$ cat src/rtl/tdc_readout_pkg.sv
// Shared constants and serialiser state type for the TDC readout path.
// Defining TDC_SEQ_TAG_EN adds the sequence-tag state.
package tdc_readout_pkg;

  localparam int unsigned DIG_OUT      = 12;
  localparam logic [7:0]  TDC_HDR_BYTE = 8'hA5;

  typedef enum logic [1:0] {
    RO_IDLE = 2'd0,
    RO_HDR  = 2'd1,
`ifdef TDC_SEQ_TAG_EN
    RO_TAG  = 2'd2,
`endif
    RO_DATA = 2'd3
  } ro_state_e;

endpackage

$ cat src/rtl/tdc_readout_sync_fifo.sv
// Single-clock FIFO with registered count and registered read data
// (dout is valid the cycle after pop). Caller guarantees no push when full.
module tdc_sync_fifo #(
  parameter int unsigned WIDTH = 8,
  parameter int unsigned DEPTH = 8
) (
  input  logic                   clk,
  input  logic                   irst_n,
  input  logic                   push,
  input  logic                   pop,
  input  logic [WIDTH-1:0]       din,
  output logic [WIDTH-1:0]       dout,
  output logic [$clog2(DEPTH):0] count
);
  localparam int unsigned AW = $clog2(DEPTH);

  logic [WIDTH-1:0] mem [DEPTH];
  logic [AW-1:0]    wr_ptr;
  logic [AW-1:0]    rd_ptr;

  always_ff @(posedge clk) begin
    if (push) mem[wr_ptr] <= din;
  end

  // When full, a same-cycle push and pop share a slot: dout captures the old entry first.
  always_ff @(posedge clk or negedge irst_n) begin
    if (!irst_n) begin
      wr_ptr <= '0;
      rd_ptr <= '0;
      count  <= '0;
      dout   <= '0;
    end else begin
      if (push) wr_ptr <= wr_ptr + 1'b1;
      if (pop) begin
        rd_ptr <= rd_ptr + 1'b1;
        dout   <= mem[rd_ptr];
      end
      case ({push, pop})
        2'b10:   count <= count + 1'b1;
        2'b01:   count <= count - 1'b1;
        default: ;
      endcase
    end
  end

endmodule

$ cat src/rtl/tdc_readout.sv
// Captures merged TDC words into a FIFO and serialises them as framed bytes
// (header, optional sequence tag under TDC_SEQ_TAG_EN, data MSB first).
module tdc_readout
  import tdc_readout_pkg::*;
#(
  parameter int unsigned W     = DIG_OUT,
  parameter int unsigned DEPTH = 8
) (
  input  logic                   clk,
  input  logic                   irst_n,
  input  logic [W-1:0]           meas_in,
  input  logic                   meas_vld,
  output logic [7:0]             tx_data,
  output logic                   tx_valid,
  input  logic                   tx_ready,
  output logic [$clog2(DEPTH):0] fifo_cnt,
  output logic                   ovf,
  output logic [7:0]             drop_cnt
);
  localparam int unsigned NB = (W + 7) / 8;
  localparam int unsigned SW = NB * 8;
  localparam int unsigned IW = $clog2(NB + 1);
  localparam int unsigned CW = $clog2(DEPTH) + 1;
  localparam logic [CW-1:0] FULL = CW'(DEPTH);
`ifdef TDC_SEQ_TAG_EN
  localparam int unsigned FW = W + 8;
  localparam ro_state_e AFTER_HDR = RO_TAG;
  logic [7:0] seq_cnt;
  logic [7:0] tag_q;
`else
  localparam int unsigned FW = W;
  localparam ro_state_e AFTER_HDR = RO_DATA;
`endif

  ro_state_e     state;
  ro_state_e     state_nx;
  logic          pop;
  logic          accept;
  logic          load_q;
  logic [SW-1:0] shreg;
  logic [IW-1:0] byte_idx;
  logic [FW-1:0] fifo_din;
  logic [FW-1:0] fifo_dout;

  assign accept = meas_vld && ((fifo_cnt < FULL) || pop);
`ifdef TDC_SEQ_TAG_EN
  assign fifo_din = {seq_cnt, meas_in};
`else
  assign fifo_din = meas_in;
`endif

  tdc_sync_fifo #(
    .WIDTH(FW),
    .DEPTH(DEPTH)
  ) u_fifo (
    .clk   (clk),
    .irst_n(irst_n),
    .push  (accept),
    .pop   (pop),
    .din   (fifo_din),
    .dout  (fifo_dout),
    .count (fifo_cnt)
  );

  always_ff @(posedge clk or negedge irst_n) begin
    if (!irst_n) state <= RO_IDLE;
    else         state <= state_nx;
  end

  always_comb begin
    state_nx = state;
    tx_valid = 1'b1;
    tx_data  = TDC_HDR_BYTE;
    pop      = 1'b0;
    case (state)
      RO_IDLE: begin
        tx_valid = 1'b0;
        tx_data  = '0;
        if (fifo_cnt != '0) begin
          pop      = 1'b1;
          state_nx = RO_HDR;
        end
      end
      RO_HDR: if (tx_ready) state_nx = AFTER_HDR;
`ifdef TDC_SEQ_TAG_EN
      RO_TAG: begin
        tx_data = tag_q;
        if (tx_ready) state_nx = RO_DATA;
      end
`endif
      RO_DATA: begin
        tx_data = shreg[SW-1 -: 8];
        if (tx_ready && byte_idx == '0) begin
          if (fifo_cnt != '0) begin
            pop      = 1'b1;
            state_nx = RO_HDR;
          end else begin
            state_nx = RO_IDLE;
          end
        end
      end
      default: state_nx = RO_IDLE;
    endcase
  end

  // FIFO read data lands one cycle after pop, always during HDR, so the load never meets a shift.
  always_ff @(posedge clk or negedge irst_n) begin
    if (!irst_n) begin
      load_q   <= 1'b0;
      shreg    <= '0;
      byte_idx <= '0;
`ifdef TDC_SEQ_TAG_EN
      tag_q    <= '0;
`endif
    end else begin
      load_q <= pop;
      if (load_q) begin
        shreg    <= SW'(fifo_dout[W-1:0]);
        byte_idx <= IW'(NB - 1);
`ifdef TDC_SEQ_TAG_EN
        tag_q    <= fifo_dout[FW-1:W];
`endif
      end else if (state == RO_DATA && tx_ready) begin
        shreg    <= shreg << 8;
        byte_idx <= byte_idx - 1'b1;
      end
    end
  end

  always_ff @(posedge clk or negedge irst_n) begin
    if (!irst_n) begin
      ovf      <= 1'b0;
      drop_cnt <= '0;
`ifdef TDC_SEQ_TAG_EN
      seq_cnt  <= '0;
`endif
    end else begin
      if (meas_vld && !accept) begin
        ovf <= 1'b1;
        if (drop_cnt != 8'hFF) drop_cnt <= drop_cnt + 1'b1;
      end
`ifdef TDC_SEQ_TAG_EN
      if (accept) seq_cnt <= seq_cnt + 1'b1;
`endif
    end
  end

endmodule
$ cat config.mk
export PLATFORM = sky130hd
export DESIGN_NAME = tdc_readout
export DESIGN_NICKNAME = d
export VERILOG_FILES = /design/src/rtl/tdc_readout_pkg.sv /design/src/rtl/tdc_readout_sync_fifo.sv /design/src/rtl/tdc_readout.sv
export SDC_FILE = /design/constraint.sdc
export NUM_CORES = 1
export LEC_CHECK = 0
export ABC_AREA = 0
export CORE_ASPECT_RATIO = 0.5
export CORE_MARGIN = 8
export CORE_UTILIZATION = 59
export DETAILED_ROUTE_END_ITERATION = 7
export PLACE_DENSITY = 0.79
export SLEW_MARGIN = 20
export SYNTH_ARGS = -nofsm -noshare
export SYNTH_HDL_FRONTEND = slang
export SYNTH_SLANG_ARGS = --single-unit
export TNS_END_PERCENT = 20
$ cat constraint.sdc
create_clock -name clk -period 2.9 [get_ports clk]
set_input_delay 0.29 -clock clk [delete_from_list [all_inputs] [get_ports clk]]
set_output_delay 0.29 -clock clk [all_outputs]
set_load 0.05 [all_outputs]
; Word-level counts from Yosys, hierarchy flattened
; Memory sizes are Yosys's and may differ from the RTL's. A register that Yosys moved wholly into a read port is not among the register bits.
; Index checks and enable logic that the tools add are counted.
[totals]
register_bits = 40
ram_bits = 96
input_bits = 16
output_inout_bits = 22
word_cells = 56
n_memories = 1
[memory_table]
columns = name, depth, word_bits, read_ports, rd_clocked_by_memory_dff, write_ports, line_no
row1 = u_fifo.mem, 8, 12, 1, 1, 1, tdc_readout_sync_fifo.sv:17  ; logic [WIDTH-1:0] mem [DEPTH];
[classes]
add_sub_neg = 6
order_cmp = 1
eq_ne = 8
mux = 17
reduce_logical = 14
[ops]
columns = op, count
row1 = 16-bit 2-to-1 mux, 2
row2 = 8-bit case mux with 2 select lines, 1
row3 = 2-bit 2-to-1 mux, 5
row4 = 8-bit by 1-bit adder with 8-bit output (second input constant), 1
row5 = 8-bit != test (second input constant), 1
row6 = 4-bit case mux with 2 select lines, 1
row7 = 3-bit by 1-bit adder with 3-bit output (second input constant), 2
row8 = 1-bit 2-to-1 mux, 6
row9 = 2-bit != test (second input constant), 3
row10 = 2-bit case mux with 3 select lines, 1
row11 = 4-bit by 1-bit adder with 4-bit output (second input constant), 1
row12 = 2-bit by 1-bit equality test with 1-bit output (second input constant), 2
row13 = 2-bit equality test (second input constant), 2
row14 = 1-bit logical AND, 4
row15 = 2-bit logical NOT, 2
row16 = 4-bit less-than comparator (second input constant), 1
row17 = 2-bit nonzero test, 2
row18 = 4-bit nonzero test, 1
row19 = 4-bit by 1-bit subtractor with 4-bit output (second input constant), 1
row20 = 3-bit AND reduction, 1
row21 = 1-bit logical NOT, 2
row22 = 1-bit case mux with 2 select lines, 1
row23 = 2-bit AND reduction, 1
row24 = 2-bit by 1-bit subtractor with 2-bit output (second input constant), 1
row25 = 1-bit logical OR, 1

; Depth between registers and ports, before layout
; Gate-level depths: netlist of the first run.
[logic_depth]
depth_word = 9
mapped_depth = 12

; Cells and area by module
; A second synthesis of the first run with hierarchy kept.
[hier_totals]
cells_unflattened = 438
area_unflattened_um2 = 6187.2
[by_module_without_submodules]
columns = module, instances, cells_per_inst, area_per_inst_um2
row1 = tdc_sync_fifo, 1, 285, 4690.7
row2 = tdc_readout, 1, 153, 1496.4

; Worst setup path before layout of the first run
; No wires, ideal clock.
[synth_timing]
path_type = reg-to-reg
from = register u_fifo.count[3]
to = register u_fifo.count[2]
setup_ps = 149
arrival_time_ps = 2476
required_time_ps = 2751
slack_ps = 275
stages_incl_launch_ff = 11
path_buffers = 1
synth_period_minus_slack_ps = 2625
path_cell_list = dfrtp_1 > nor4_4 > nor3_4 > clkbuf_8 > ha_1 > xor2_1 > ha_1 > a21oi_1 > xor2_1 > nor2_1 > xor2_1
[synth_between]
elab_chain_cells = 8
word_cells_on_any_way = 11
cone_classes = order compare: 1 / eq/ne: 2 / mux: 4 / reduce/logical: 4
[synth_lines]
columns = item, line_no
row1 = from (decl), tdc_readout_sync_fifo.sv:13  ; output logic [$clog2(DEPTH):0] count
row2 = from (signal assigned), tdc_readout_sync_fifo.sv:39  ; 2'b10: count <= count + 1'b1;
row3 = from (signal assigned), tdc_readout_sync_fifo.sv:40  ; 2'b01: count <= count - 1'b1;
row4 = 4-bit nonzero test *, "tdc_readout.sv:79, tdc_readout.sv:94"
row5 = 1-bit 2-to-1 mux *, "tdc_readout.sv:79, tdc_readout.sv:94"
row6 = 1-bit 2-to-1 mux, tdc_readout.sv:93  ; if (tx_ready && byte_idx == '0) begin
row7 = 1-bit case mux with 2 select lines *, tdc_readout.sv:75  ; case (state)
row8 = net pop, tdc_readout.sv:37  ; logic pop;
row9 = 1-bit logical OR, tdc_readout.sv:45  ; assign accept = meas_vld && ((fifo_cnt < FULL) || pop);
row10 = 1-bit logical AND, tdc_readout.sv:45
row11 = 2-bit by 1-bit equality test with 1-bit output or 2-bit equality test (tied branches), tdc_readout_sync_fifo.sv:38  ; case ({push, pop})
row12 = 4-bit case mux with 2 select lines or 2-bit nonzero test (tied branches), n/a
; Mark *: on every way through the listed nets, which the timed path passes. The rest lies on a longest branch.
; A chain may end at the register's enable or synchronous reset.

; Worst setup path in the final report of the first run
[layout_timing]
from = register state[1]
to = register u_fifo.count[2]
[layout_between]
elab_chain_cells = 6
word_cells_on_any_way = 9
cone_classes = eq/ne: 3 / mux: 2 / reduce/logical: 4
[layout_lines]
columns = item, line_no
row1 = from (decl), tdc_readout.sv:35  ; ro_state_e state;
row2 = from (signal assigned), tdc_readout.sv:67  ; else state <= state_nx;
row3 = 2-bit equality test or 2-bit logical NOT (tied branches), tdc_readout.sv:75
row4 = 1-bit case mux with 2 select lines *, tdc_readout.sv:75
row5 = 1-bit logical OR, tdc_readout.sv:45
row6 = 1-bit logical AND, tdc_readout.sv:45
row7 = 2-bit by 1-bit equality test with 1-bit output or 2-bit equality test (tied branches), tdc_readout_sync_fifo.sv:38
row8 = 4-bit case mux with 2 select lines or 2-bit nonzero test (tied branches), n/a
; Every way passes the cells marked *; elsewhere a longest branch is shown, timed or not.

==> flow_metrics.py, run 1 <==
metrics = {
    "power_and_ir_drop": {
        "power_leakage_nw": 2.70,
        "p_sw_frac": 0.363,
        "comb_power_share": 0.348,
        "p_clk_frac": 0.242,
        "power_switching_mw": 2.86,
        "ir_worst_vdd_mv": 0.428,
        "power.total_mw": 7.88,
        "p_int_mw": 5.02,
        "powerDensity_nw_per_um2": 1100,
        "power_frac_seq": 0.410,
    },
    "global_routing": {
        "grt_max_degree": 53,
        "grt_usage": 0.176,
        "grt_antenna_before_repair": 0,
        "grt_pass1_vias": 3582,
        "grt_pass1_wl_um": 18700,
        "globalRoute.totalOverflow": 0,
    },
    "logic_synthesis": {
        "synth_top_area_frac": 0.469,
        "synth_seq_cells": 148,
        "synth-async-reset-ratio": 0.351,
        "syn_nets": 406,
        "syn-instance-count": 380,
        "yosysUniqueCellTypes": 38,
        "synth_commonest_cells": "edfxtp_1 (96), dfrtp_1 (52), nand2_1 (38)",
        "syn_area_per_cell_um2": 16.2,
        "seq_area_frac_synth": 0.681,
        "ys.flop_type": "edfxtp_1",
        "synthesis.area_um2": 6150,
        "yosysMostFrequentCell": "edfxtp_1",
        "synth_warnings": 0,
        "synth_top_area_cell": "edfxtp_1",
        "synth-edff-count": 96,
        "yosys-top-cells-area": "edfxtp_1 (47%), dfrtp_1 (21%), mux4_2 (6.6%)",
    },
    "cts": {
        "cts_buffers": 17,
        "post_cts_buffers": 0,
        "htreeDepth": 4,
        "clockRootBuffer": "clkbuf_16",
        "clkLatencyLatePin_ns": 0.41,
        "clockBufferDepth": 2,
        "cts_sinks": 148,
        "cts_tree": "yes",
        "clk_pin_slew_ns": 0.06,
    },
    "timing": {
        "min_period_over_period": 0.909,
        "finalSetupViolations": 0,
        "tightest_slew_ns": 0.831,
        "holdWs_ns": 0.439,
        "max_freq_ghz": 0.379,
        "period_needed_ns": 2.64,
        "slew_headroom": 0.446,
        "rsz0062_at_grt": "no",
        "setup_tns_ns": 0,
        "maxSlewViolCount": 0,
        "skew_ns": 0.0103,
        "hold_viol": 0,
    },
    "final_layout": {
        "antenna_cells": 0,
        "nets": 460,
        "drive_gt1_frac": 0.164,
        "stdcell_area_um2": 7180,
        "areaGrowthSynthToFinish_pct": 16.7,
    },
    "critical_path": {
        "start_kind": "flip-flop",
        "r2r_start": "state[1]",
        "crit_arrival_ns": 2.93,
        "critPathCaptureType": "flip-flop",
        "ff2ff_path_depth": 12,
        "crit_path_end": "u_fifo.count[2]",
        "r2r_slack_ns": 0.26,
        "cpPeakStageDelay_ns": 0.41,
        "crit_type": "flip-flop to flip-flop",
        "critPathMaxFanout": 5,
        "cp-startpoint": "state[1]",
        "regToRegEndpoint": "u_fifo.count[2]",
        "cp.required_ns": 3.19,
        "cp_cell_sequence": "inv_1, ha_1, a31oi_4, o21ai_2, nand2_1, ha_1, xor2_1, ha_1, a21oi_1, xor2_1, nor2_1, xor2_1",
        "critPathSlowestCell": "dfrtp_1",
    },
    "placement": {
        "gp_congestion": 0.848,
        "dpl-instance-area_um2": 6640,
        "place_hpwl_um": 7370,
        "port_buffers": 37,
    },
    "route": {
        "firstDrtPassIters": 5,
        "first_iter_violations": 234,
        "vias": 3395,
        "via_per_inst": 5.79,
        "wl_per_cell_um": 19.9,
        "ant_nets": 0,
        "drt_wl_total_um": 11600,
        "drc": 0,
    },
    "floorplan": {
        "die_area_um2": 14100,
        "initial_core_util": 0.604,
        "ioPinCount": 38,
        "rows": 26,
        "die_h_um": 88.2,
        "core_area_um2": 10200,
        "die_x_um": 160,
    },
    "job": {
        "maxCapViolations": 0,
    },
    "run_status": {
        "status": "finished, final reports clean",
    },
    "hold_path": {
        "min_path_type": "input pin to async pin",
    },
}
-- power groups by stage --
stage	logic, mW	registers, mW	clock network [mW]
floorplan	2.01	3.27	0
finish	2.74	3.23	1.91
detailed placement	2.74	3.27	0
global placement	2.63	3.21	0
global route	2.97	3.29	2.02
CTS	2.78	3.23	1.93
-- cell type report --
type                            instances  area (µm²)
Timing Repair Buffer                   52         493
Sequential cell                       148        4180
Multi-Input combinational cell        210        1790
Clock inverter                         13        88.8
Fill cell                             616        3000
Tap cell                              140         175
Inverter                                5        18.8
Clock buffer                           18         429
-- cells in the final DEF (no fill, tap or decap), types with 2 or more instances in the layout --
cell type        instances
and2_1                   5
dfrtp_1                 52
nor4_1                   2
xnor2_1                  5
clkinv_4                 3
a21oi_1                 19
clkbuf_16               17
a31oi_1                  3
nand3_1                  7
edfxtp_1                96
xor2_1                  11
nor2_1                  23
inv_1                    5
clkinvlp_4               4
dlymetal6s2s_1           4
nand2_1                 38
mux4_1                   6
o21ai_0                 13
buf_4                   15
mux2i_1                 16
nand2b_1                 6
ha_1                    10
a211oi_1                 3
clkinv_2                 4
nor3_1                   5
clkdlybuf4s50_1         32
a21o_1                   4
mux2_2                   5
mux4_2                  18
-- how the worst min path moves through the flow --
stage	start	to	slack (ns)
2_1_floorplan	irst_n	byte_idx[0]	-0.006
3_3_place_gp	ovf	ovf	0.45
3_5_place_dp	ovf	ovf	0.45
4_1_cts	irst_n	ovf	0.13
5_1_grt	ovf	ovf	0.51
6_report	irst_n	drop_cnt[2]	0.44
-- critical path: cells and delay by family (launching register included) --
kind / cells / cell delay (ns)
and+or+nand+nor: 2 / 0.22
xor gates and xnor gates: 3 / 0.51
buffers and inverters: 1 / 0.11
adders and majority gates: 3 / 0.77
DFF: 1 / 0.41
AOI/OAI and AO/OA: 3 / 0.48
-- kinds of logic (layout without fill, tap and decap cells) --
family          count (synthesis)  after routing  synth area share
mux                            45             45             0.127
simple gates                   93             93            0.0737
flops                         148            148             0.681
buf+inv                        22             88            0.0285
xor+xnor                       16             16            0.0228
fa+ha+maj                      10             10            0.0204
compound gates                 46             46            0.0474
-- routing by layer --
layer  vias to the layer above  share of wire  track usage
met3                        22          0.072       0.0525
met4                         0          0.016       0.0766
met1                      1700           0.41        0.204
li1                       1543              -            -
met5                         -              0            0
met2                       130           0.50        0.305
-- state kept, by name, indices dropped and copies added, names as in the netlist --
signal         cells
ovf                1
u_fifo.wr_ptr      3
u_fifo.rd_ptr      3
u_fifo.mem        96
load_q             1
state              2
byte_idx           2
u_fifo.dout       12
u_fifo.count       4
shreg             16
drop_cnt           8
-- what timing repair did --
item | 4_1_cts | 5_1_grt
endpoints found under the hold margin | 0 | 52
hold buffers | 0 | 1
gates resized for setup | 0 | 4
setup endpoints to repair | 0 | 4
-- stage by stage --
| stage | std cells | util | setup WS, ns |
|---|---|---|---|
| 4_1_cts | 585 | 0.703 | 0.0810 |
| 3_3_place_gp | 554 | 0.652 | 0.346 |
| 6_report | 586 | 0.705 | 0.263 |
| 5_1_grt | 586 | 0.705 | 0.0603 |
| 3_5_place_dp | 554 | 0.652 | 0.170 |
| 2_1_floorplan | 380 | - | 0.275 |
Power figures use the tool's default switching activity.
==> inputs of run 2 (changes only) <==
CELL_PAD_IN_SITES_DETAIL_PLACEMENT = 2   (was default)
CELL_PAD_IN_SITES_GLOBAL_PLACEMENT = 2   (was default)
CORE_UTILIZATION = 44   (was 59)
SETUP_SLACK_MARGIN = 0.05   (was default)
TNS_END_PERCENT = 1   (was 20)
==> run 2 against run 1 <==
Net effect: cell area is 1.8% higher; critical path depth down 7; highest routed layer unchanged; wire length grew 29%; critical path type is now flip-flop to primary output; count of clock-buffer cells in the layout is 1 higher; clock power rose by 16%; sequential power hardly changed; power grew 5.8%; largest cell class unchanged; first-iteration DRC count fell by 17%; register-to-register slack got worse by 0.05 ns.
==> flow_metrics.py, run 2 (synthesized netlist as in run 1, its figures left out) <==
metrics = {
    "run_status": {
        "status": "finished, final reports clean",
    },
    "critical_path": {
        "ff2ff_path_depth": 11,
        "critPathCaptureType": "primary output",
        "regToRegEndpoint": "u_fifo.count[2]",
        "cp.required_ns": 2.61,
        "cp-startpoint": "state[0]",
        "cp.depth": 5,
        "start_kind": "flip-flop",
        "crit_path_end": "tx_data[5]",
        "cp_num_buf_inv": 2,
        "cp_top_family": "buffers and inverters",
        "r2r_slack_ns": 0.21,
        "r2r_start": "state[0]",
        "crit_type": "flip-flop to primary output",
        "critPathMaxFanout": 15,
        "critPathSlowestCell": "clkdlybuf4s50_1",
        "crit_arrival_ns": 2.50,
        "cp_cell_sequence": "ha_1, buf_4, nor2_1, a21o_1, clkdlybuf4s50_1",
        "cpPeakStageDelay_ns": 0.80,
    },
    "timing": {
        "hold_viol": 0,
        "min_period_over_period": 0.961,
        "setup_tns_ns": 0,
        "skew_ns": 0.00844,
        "tightest_slew_ns": 0.892,
        "maxSlewViolCount": 0,
        "holdWs_ns": 0.277,
        "slew_headroom": 0.405,
        "rsz0062_at_grt": "yes",
        "finalSetupViolations": 0,
        "max_freq_ghz": 0.359,
        "period_needed_ns": 2.79,
    },
    "power_and_ir_drop": {
        "powerDensity_nw_per_um2": 1140,
        "ir_worst_vdd_mv": 0.473,
        "power_leakage_nw": 2.72,
        "power.total_mw": 8.34,
    },
    "floorplan": {
        "initial_core_util": 0.452,
        "die_h_um": 99.6,
        "ioPinCount": 38,
        "die_x_um": 183,
        "die_area_um2": 18200,
        "rows": 30,
        "core_area_um2": 13600,
    },
    "route": {
        "ant_nets": 0,
        "via_per_inst": 5.38,
        "drc": 0,
        "vias": 3433,
        "first_iter_violations": 194,
        "wl_per_cell_um": 23.5,
        "firstDrtPassIters": 4,
        "drt_wl_total_um": 15000,
    },
    "final_layout": {
        "drive_gt1_frac": 0.164,
        "layout_common_cells": "edfxtp_1 (96), dfrtp_1 (52), nand2_1 (38)",
        "areaGrowthSynthToFinish_pct": 18.8,
        "antenna_cells": 0,
        "nets": 460,
        "top_regs": "u_fifo.mem (96), shreg (16), u_fifo.dout (12)",
        "regMostFlops": "u_fifo.mem",
        "largest_reg_flops": 96,
        "stdcell_area_um2": 7300,
        "mostFrequentLayoutCell": "edfxtp_1",
    },
    "placement": {
        "gp_congestion": 0.743,
        "dpl-instance-area_um2": 6700,
        "place_hpwl_um": 9320,
        "port_buffers": 37,
    },
    "global_routing": {
        "grt_usage": 0.172,
        "grt_pass1_wl_um": 23500,
        "globalRoute.totalOverflow": 0,
        "grt_max_degree": 44,
        "grt_pass1_vias": 3882,
        "grt_antenna_before_repair": 0,
    },
    "cts": {
        "htreeDepth": 4,
        "clkLatencyLatePin_ns": 0.41,
        "cts_sinks": 148,
        "clockRootBuffer": "clkbuf_16",
        "clockBufferDepth": 2,
        "post_cts_buffers": 0,
        "cts_tree": "yes",
        "cts_buffers": 17,
        "clk_pin_slew_ns": 0.06,
    },
    "job": {
        "maxCapViolations": 0,
    },
    "hold_path": {
        "min_path_type": "input pin to async pin",
    },
}
[run 2: where the power goes]
group / internal, mW / total (mW) / switching [mW]
registers: 2.78 / 3.22 / 0.446
logic: 1.17 / 2.91 / 1.74
clock network: 1.35 / 2.21 / 0.855
total: 5.30 / 8.34 / 3.05
[run 2: how the worst min path moves through the flow]
stage / startpoint / depth (start not counted) / to
2_1_floorplan: irst_n / 0 / byte_idx[0]
3_3_place_gp: irst_n / 1 / drop_cnt[3]
3_5_place_dp: irst_n / 1 / drop_cnt[0]
4_1_cts: irst_n / 2 / drop_cnt[0]
5_1_grt: irst_n / 2 / drop_cnt[0]
6_report: irst_n / 2 / drop_cnt[0]
[run 2: per-stage QoR]
step	worst slack, ns	util	std cells
4_1_cts	0.0755	0.537	638
3_5_place_dp	0.175	0.493	606
3_3_place_gp	0.316	0.493	606
2_1_floorplan	0.275	-	380
5_1_grt	0.00786	0.538	638
6_report	0.114	0.538	638
[run 2: area by class of cell]
class,instances,area (µm²)
Clock buffer,19,433
Clock inverter,12,156
Fill cell,1211,6280
Inverter,5,18.8
Multi-Input combinational cell,210,1790
Sequential cell,148,4180
Tap cell,192,240
Timing Repair Buffer,52,483
[run 2: what timing repair did]
action                                 CTS  global route
endpoints found under the hold margin    9             0
resized for setup                        0             1
hold buffers                             1             0
setup endpoints to repair                0             5
[run 2: per-layer routing]
layer	vias up	track usage	part of all wire
li1	1546	-	-
met1	1807	0.216	0.46
met2	65	0.290	0.49
met3	15	0.0342	0.035
met4	0	0.0683	0.014
met5	-	0	0
==> inputs of run 3 (changes only) <==
CORE_MARGIN = 2   (was 8)
CTS_CLUSTER_DIAMETER = 50   (was default)
MAX_ROUTING_LAYER = met4   (was default)
==> run 3 against run 2 <==
Net effect: clock power is 9% higher; critical path depth is 7 higher; setup slack better by 0.18 ns; non-clock buffer count is 1 higher; sequential cell count stayed put; final cell count is 0.31% higher; first-iteration DRC count is 16% higher; critical path type is now flip-flop to flip-flop; highest routed layer unchanged.
==> flow_metrics.py, run 3 (synthesized netlist as in run 1, its figures left out) <==
metrics = {
    "final_layout": {
        "areaGrowthSynthToFinish_pct": 19.7,
        "top_regs": "u_fifo.mem (96), shreg (16), u_fifo.dout (12)",
        "nets": 461,
        "nFillCells": 1227,
        "regMostFlops": "u_fifo.mem",
        "fin_util": 0.542,
        "mostFrequentLayoutCell": "edfxtp_1",
        "drive_gt1_frac": 0.170,
        "layout_common_cells": "edfxtp_1 (96), dfrtp_1 (52), nand2_1 (38)",
        "largest_reg_flops": 96,
        "antenna_cells": 0,
    },
    "route": {
        "via_per_inst": 5.47,
        "drt_wl_total_um": 16000,
        "wl_per_cell_um": 25.0,
        "ant_nets": 0,
        "vias": 3502,
        "drc": 0,
        "firstDrtPassIters": 4,
        "first_iter_violations": 225,
    },
    "global_routing": {
        "busiest_layer": "met2",
        "grt_pass1_wl_um": 25300,
        "grt_antenna_before_repair": 0,
        "use_met3": 0.0470,
        "grt_max_degree": 34,
        "grt_usage": 0.249,
        "globalRoute.totalOverflow": 0,
        "grt_util_met2": 0.391,
        "grt_pass1_vias": 3942,
        "grt_use_met1": 0.323,
    },
    "timing": {
        "maxSlewViolCount": 0,
        "min_period_over_period": 0.900,
        "setup_tns_ns": 0,
        "skew_ns": 0.0101,
        "slew_headroom": 0.395,
        "hold_viol": 0,
        "finalSetupViolations": 0,
        "period_needed_ns": 2.61,
        "max_freq_ghz": 0.383,
        "rsz0062_at_grt": "no",
        "holdWs_ns": 0.473,
        "tightest_slew_ns": 0.907,
    },
    "placement": {
        "port_buffers": 37,
        "place_hpwl_um": 9410,
        "gp_congestion": 0.766,
    },
    "power_and_ir_drop": {
        "p_clk_frac": 0.278,
        "p_int_mw": 5.40,
        "ir_worst_vdd_mv": 0.407,
        "p_sw_frac": 0.373,
        "power_switching_mw": 3.21,
        "powerDensity_nw_per_um2": 1170,
        "power_frac_seq": 0.376,
        "power_leakage_nw": 2.76,
        "comb_power_share": 0.345,
    },
    "cts": {
        "cts_sinks": 148,
        "cts_tree": "yes",
        "clkLatencyLatePin_ns": 0.43,
        "post_cts_buffers": 0,
        "htreeDepth": 4,
        "clockBufferDepth": 2,
        "clk_pin_slew_ns": 0.07,
        "clockRootBuffer": "clkbuf_16",
        "cts_buffers": 17,
    },
    "critical_path": {
        "crit_type": "flip-flop to flip-flop",
        "critPathMaxFanout": 5,
        "cp.required_ns": 3.19,
        "crit_arrival_ns": 2.91,
        "start_kind": "flip-flop",
        "critPathCaptureType": "flip-flop",
    },
    "floorplan": {
        "ioPinCount": 38,
        "die_area_um2": 15000,
        "die_x_um": 171,
        "die_h_um": 87.6,
        "rows": 30,
        "initial_core_util": 0.452,
        "core_area_um2": 13600,
    },
    "job": {
        "maxCapViolations": 0,
    },
    "run_status": {
        "status": "finished, final reports clean",
    },
    "hold_path": {
        "min_path_type": "flip-flop to flip-flop",
    },
}
[run 3: cell type report]
cell class              instances  area [µm²]  share of cell area
flip-flops and latches        148        4180               0.569
clock inverters                15         200              0.0272
clock buffers                  17         425              0.0578
repair buffers                 53         498              0.0677
well taps                     192         240              0.0326
multi-input cells             210        1790               0.243
inverters                       5        18.8             0.00255
[run 3: power by group through the flow]
stage | clock [mW] | sequential (mW) | combinational (mW)
after CTS | 2.44 | 3.24 | 3.03
after floorplan | 0 | 3.27 | 2.01
final | 2.40 | 3.24 | 2.97
after global placement | 0 | 3.18 | 2.70
after global routing | 2.52 | 3.31 | 3.23
after detailed placement | 0 | 3.25 | 2.89
[run 3: routing by layer]
metal  part of all wire  up-vias  routed length (µm)
li1                   -     1546                   -
met1               0.45     1832                7160
met2               0.49      102                7920
met3              0.039       22                 629
met4              0.018        0                 293
met5                  0        -                   0
[run 3: per-stage QoR]
step           total power [mW]  setup slack [ns]  area (µm²)  std cells
2_1_floorplan              5.28             0.275        6150        380
3_3_place_gp               5.88             0.319        6710        607
3_5_place_dp               6.14             0.188        6710        607
4_1_cts                    8.71            0.0677        7350        640
5_1_grt                    9.06            0.0750        7360        640
6_report                   8.61             0.289        7360        640
[run 3: what timing repair did]
action                                 in CTS  in global routing
endpoints found under the hold margin      31                  0
resized for setup                           0                  5
hold buffers                                1                  0
setup endpoints to repair                   0                  5
[run 3: worst paths after layout]
kind	cells past startpoint	slack, ns	endpoint	startpoint
min reg2reg	1	0.47	ovf	ovf
max reg2reg	12	0.29	u_fifo.count[2]	state[1]
min in group asynchronous	2	0.50	u_fifo.count[3]	irst_n
max in group asynchronous	3	1.71	u_fifo.dout[3]	irst_n
min	1	0.47	ovf	ovf
max	12	0.29	u_fifo.count[2]	state[1]
[run 3: critical path: stages, from the launching register on]
cell	delay (ns)
dfrtp_1	0.41
inv_1	0.12
ha_2	0.27
a31oi_4	0.08
o21ai_2	0.23
nand2_1	0.17
ha_1	0.30
xor2_1	0.17
ha_1	0.19
a21oi_1	0.14
xor2_1	0.17
nor2_1	0.07
xor2_1	0.16
